<file path="config.mk">
export PLATFORM = sky130hd
export DESIGN_NAME = csa_accum_ctrl
export DESIGN_NICKNAME = d
export VERILOG_FILES = /design/src/rtl/csa_accum_ctrl_pkg.sv /design/src/rtl/csa_accum_ctrl_compressor.sv /design/src/rtl/csa_accum_ctrl.sv
export SDC_FILE = /design/constraint.sdc
export NUM_CORES = 1
export LEC_CHECK = 0
export CAP_MARGIN = 30
export CELL_PAD_IN_SITES_DETAIL_PLACEMENT = 0
export CELL_PAD_IN_SITES_GLOBAL_PLACEMENT = 2
export CORE_ASPECT_RATIO = 0.8
export CORE_MARGIN = 4
export CORE_UTILIZATION = 34
export CTS_BUF_LIST = sky130_fd_sc_hd__clkbuf_16
export CTS_CLUSTER_SIZE = 28
export DETAILED_ROUTE_END_ITERATION = 8
export DONT_BUFFER_PORTS = 1
export PLACE_DENSITY_LB_ADDON = 0.1
export SYNTH_ARGS = -nofsm -noshare
export SYNTH_HDL_FRONTEND = slang
export SYNTH_SLANG_ARGS = --single-unit
</file>
<file path="constraint.sdc">
create_clock -name clk -period 8.21 [get_ports clk]
set_input_delay 0.4105 -clock clk [delete_from_list [all_inputs] [get_ports clk]]
set_output_delay 0.4105 -clock clk [all_outputs]
set_load 0.01 [all_outputs]
</file>
<file path="src/rtl/csa_accum_ctrl_pkg.sv">
// Shared definitions for the carry-save accumulator controller:
// default widths and the FSM state encoding.
package csa_accum_ctrl_pkg;
   localparam int W_DEF  = 32;
   localparam int CW_DEF = 8;

   typedef enum logic [1:0] {
      IDLE    = 2'd0,
      ACCUM   = 2'd1,
      RESOLVE = 2'd2,
      OUTPUT  = 2'd3
   } state_t;
endpackage

</file>
<file path="src/rtl/csa_accum_ctrl_compressor.sv">
// Combinational n-bit 4-2 compressor: a+b+c+d = sum + 2*carry + 2^n*cout.
// Built from two chained full adders per bit; the first stage's carry ripples one bit only.
module Compressor_4_2 #(
   parameter int n = 32
) (
   input  logic [n-1:0] a,
   input  logic [n-1:0] b,
   input  logic [n-1:0] c,
   input  logic [n-1:0] d,
   output logic [n-1:0] sum,
   output logic [n-1:0] carry,
   output logic         cout
);
   logic [n:0] chain;

   assign chain[0] = 1'b0;

   generate
      for (genvar gi = 0; gi < n; gi++) begin : g_bit
         logic s1;
         assign s1            = a[gi] ^ b[gi] ^ c[gi];
         assign chain[gi + 1] = (a[gi] & b[gi]) | (a[gi] & c[gi]) | (b[gi] & c[gi]);
         assign sum[gi]       = s1 ^ d[gi] ^ chain[gi];
         assign carry[gi]     = (s1 & d[gi]) | (s1 & chain[gi]) | (d[gi] & chain[gi]);
      end
   endgenerate

   assign cout = chain[n];
endmodule

</file>
<file path="src/rtl/csa_accum_ctrl.sv">
// Packet accumulator: two operands per beat folded into a carry-save (S,C) pair,
// resolved with a single CPA cycle and presented on a valid/ready result port.
module csa_accum_ctrl
   import csa_accum_ctrl_pkg::*;
#(
   parameter int W  = W_DEF,
   parameter int CW = CW_DEF
) (
   input  logic          clk,
   input  logic          rst,
   input  logic          flush,
   input  logic          in_valid,
   output logic          in_ready,
   input  logic [W-1:0]  in_op0,
   input  logic [W-1:0]  in_op1,
   input  logic          in_last,
   output logic          out_valid,
   input  logic          out_ready,
   output logic [W-1:0]  out_sum,
   output logic [CW-1:0] out_beats,
   output logic          busy
);
   state_t        state_q, state_d;
   logic [W-1:0]  s_q, s_d;
   logic [W-1:0]  c_q, c_d;
   logic [W-1:0]  sum_q, sum_d;
   logic [CW-1:0] cnt_q, cnt_d;
   logic          out_valid_q, out_valid_d;

   logic [W-1:0]  c_shift;
   logic [W-1:0]  comp_sum;
   logic [W-1:0]  comp_carry;
   logic          comp_cout;
   logic          accept;
   logic [CW-1:0] cnt_inc;
   logic          unused_bits;

   // C[i] carries weight 2^(i+1); the top bit falls off the modulo-2^W result.
   assign c_shift     = {c_q[W-2:0], 1'b0};
   assign unused_bits = comp_cout ^ c_q[W-1];

   Compressor_4_2 #(.n(W)) u_comp (
      .a     (in_op0),
      .b     (in_op1),
      .c     (s_q),
      .d     (c_shift),
      .sum   (comp_sum),
      .carry (comp_carry),
      .cout  (comp_cout)
   );

   assign in_ready  = (state_q == IDLE) || (state_q == ACCUM);
   assign accept    = in_valid && in_ready && !flush;
   assign cnt_inc   = (cnt_q == {CW{1'b1}}) ? cnt_q : cnt_q + CW'(1);
   assign out_valid = out_valid_q;
   assign out_sum   = sum_q;
   assign out_beats = cnt_q;
   assign busy      = (state_q != IDLE);

   always_comb begin
      state_d     = state_q;
      s_d         = s_q;
      c_d         = c_q;
      sum_d       = sum_q;
      cnt_d       = cnt_q;
      out_valid_d = out_valid_q;
      if (flush) begin
         state_d     = IDLE;
         s_d         = '0;
         c_d         = '0;
         sum_d       = '0;
         cnt_d       = '0;
         out_valid_d = 1'b0;
      end else begin
         case (state_q)
            IDLE, ACCUM: begin
               if (accept) begin
                  s_d     = comp_sum;
                  c_d     = comp_carry;
                  cnt_d   = (state_q == IDLE) ? CW'(1) : cnt_inc;
                  state_d = in_last ? RESOLVE : ACCUM;
               end
            end
            RESOLVE: begin
               sum_d       = s_q + c_shift;
               out_valid_d = 1'b1;
               state_d     = OUTPUT;
            end
            OUTPUT: begin
               if (out_ready) begin
                  s_d         = '0;
                  c_d         = '0;
                  cnt_d       = '0;
                  out_valid_d = 1'b0;
                  state_d     = IDLE;
               end
            end
            default: state_d = IDLE;
         endcase
      end
   end

   always_ff @(posedge clk or posedge rst) begin
      if (rst) begin
         state_q     <= IDLE;
         s_q         <= '0;
         c_q         <= '0;
         sum_q       <= '0;
         cnt_q       <= '0;
         out_valid_q <= 1'b0;
      end else begin
         state_q     <= state_d;
         s_q         <= s_d;
         c_q         <= c_d;
         sum_q       <= sum_d;
         cnt_q       <= cnt_d;
         out_valid_q <= out_valid_d;
      end
   end
endmodule

</file>
==> metrics <==
first-pass GRT wire length ~31,000 um; most frequent cell after synthesis dfrtp_1; compound-gate portion of the synthesized area 0.220; CTS tree done; xor/xnor share of the synthesized area 0.0189; dominant cell type by area after synthesis dfrtp_1; drt pass-1 iters 5; P&R area growth vs syn 9.25%; total gr overflow 0; First DRT Iteration DRCs 328; share of the synthesized area in the top cell type 0.378; Max IR drop VDD roughly 130 uV; Final setup viols 0; Final nets around 810; clock latency on the worst-skew pair roughly 350 ps; prevailing post-synth register cell dfrtp_1; Die H approximately 140 um; DP HPWL 14,900 um; share of cells above drive strength 1 0.0633; synthesized cell area about 7000 um2; cell family with most CP delay compound AO/OA/AOI/OAI gates; Die Span X between 150 and 200 um; Pwr Density around 220 nW/um2; Tot Pwr around 1.7 mW; EDFF count, synth 0; Crit path buffers/inverters 0; f_max approximately 330 MHz; clock buffer depth 2; CORE AREA 20,000 um2; Rel. slew slack 0.404; post-CTS sizing 0; Syn Area/Cell approximately 11 um2; Worst-Margin Slew around 880 ps; Hold Violations, Final 0; Critical Path AT 3280 ps; crit-path cells ha_1 > nand2_1 > o211ai_1 > nor4b_1 > o311ai_2 > o311a_1 > a221o_1; synth cell count leaders 105 x dfrtp_1, 72 x nand2_1, 61 x fa_1; skew final slightly above 9 ps; distinct cell type count after synthesis approximately 60; antenna-violating nets left 0; Site Rows 46; CP required about 8500 ps; RSZ-0062 raised after global routing no; Slew Limit Fails 0; post-synthesis mux area share 0.00144; count of port buffers added during placement 0; crit start category flop; Num CTS Buffers 9; I/O Pins about 110; number of global-route vias before repair between 5,000 and 6,000; min-delay worst type in2reg; static leakage ~3.3 nW; synth warn 0; WL/cell about 21 um; Worst Path Class, Setup reg2reg; antenna cells 0; async set-reset flop share out of synthesis 1.00; CP max FO 8; via/cell ratio 5.57; post-synthesis register bit count about 110; final worst-path cycle share 0.371; die area about 23,000 um2; Worst path max stage delay 750 ps; Remaining DRCs 0; Syn Nets 819; status finished clean; GRT Util Overall 0.174; simple-gate share of the synthesized area 0.124; ranking of synthesized cells by area dfrtp_1 38%, fa_1 18%, a22o_1 6.5%; Root Buffer clkbuf_16; Max Cap Violations 0; slowest library cell on the worst path nor4b_1; Initial Util 0.348; Syn Inst Count 657; crit path capture type flop; initial antenna violation count 0; combinational family with the most area after synthesis adder cells; pin count of the biggest net entering global routing between 70 and 80; setup_tns 0 ps; H-tree depth 3; Clock Pin Slew Worst Setup and Hold Paths ~80 ps; sequential share of the synthesized area 0.378; GPL Wtd Cong 0.800; final WL about 19,000 um; Vias between 5,000 and 6,000; Clock Sinks 105; Post-Synth Adder-Cell Area 0.231; Final Critical Period roughly 3000 ps
-- kinds of logic (layout without fill, tap and decap cells) --
logic type      count (synthesis)  count (layout)
mux                             1               1
compound gates                218             218
fa+ha+maj                      92              92
buf+inv                        46              37
simple gates                  180             180
xor+xnor                       15              15
flops                         105             105
-- layout by cell type (no fill, tap or decap), types with 3 or more instances in the layout --
cell       instances
o21bai_1           6
ha_1              31
or3_1              8
a21oi_1           33
a22o_1            52
o21ai_0           60
xnor2_1            9
a211oi_1           5
and3_1             7
a32o_1             3
a21boi_0           3
clkbuf_16          9
o31ai_1            5
a221o_1            5
nand3_1           12
xor2_1             6
fa_1              61
nor2b_1            3
o211ai_1           6
nand2b_1           7
a21o_1             8
nor3_1             7
buf_4              6
nand2_1           72
nand4_1           10
dfrtp_1          105
inv_6              3
and2_1             3
nor4_1             3
nor2_1            34
or4_1              3
o21a_1             6
inv_1             11
-- final timing paths --
path / endpoint / slack [ps] / startpoint / cells after the start
worst max-delay path: out_sum[28] / 5170 / s_q[10] / 7
worst min-delay path: out_valid / 110 / flush / 1
worst max register to register: out_sum[28] / 5170 / s_q[10] / 7
worst min register to register: s_q[23] / 550 / s_q[23] / 2
max in group asynchronous: c_q[26] / 6600 / rst / 4
min in group asynchronous: c_q[9] / 530 / rst / 2
-- what timing repair did --
action                    in CTS  in global routing
hold buffers                   1                  0
hold endpoints to repair      29                  0
buffers inserted               0                  0
-- power by group --
group | leakage [nW] | switching (mW) | internal (mW) | total, mW
sequential | 1.43 | 0.0876 | 0.587 | 0.675
combinational | 1.74 | 0.320 | 0.221 | 0.541
clock | 0.157 | 0.212 | 0.271 | 0.483
total | 3.33 | 0.620 | 1.08 | 1.70
-- final cells by class --
class	instances	area (um2)
fill	1951	12400
multi-input combinational	506	4170
sequential	105	2630
tap	264	330
clock buffer	9	225
timing repair buffer	9	103
clock inverter	7	98.8
inverter	12	47.5
-- routing by layer --
| metal | track usage | vias to the layer above | part of all wire | wire, um |
|---|---|---|---|---|
| li1 | - | 2383 | - | - |
| met1 | 0.260 | 2588 | 0.49 | 9600 |
| met2 | 0.248 | 99 | 0.43 | 8340 |
| met3 | 0.0503 | 11 | 0.063 | 1230 |
| met4 | 0.0433 | 0 | 0.012 | 241 |
| met5 | 0 | - | 0 | 0 |
-- flip-flops by register name, indices dropped and copies added (netlist names) --
register and cells:
c_q 30, out_beats 8, out_sum 32, out_valid 1, s_q 32, state_q 2
-- through the flow --
step | worst slack [ps] | instance area, um2 | hold slack [ps] | utilization | instances
5_1_grt | 5000 | 7600 | 89.0 | 0.380 | 912
3_3_place_gp | 5220 | 7220 | 306 | 0.361 | 893
4_1_cts | 5160 | 7600 | 86.6 | 0.380 | 912
6_report | 5170 | 7600 | 107 | 0.380 | 912
3_5_place_dp | 5190 | 7260 | 309 | 0.364 | 895
2_1_floorplan | 5040 | 6960 | 492 | - | 657
Power figures use the tool's default switching activity.
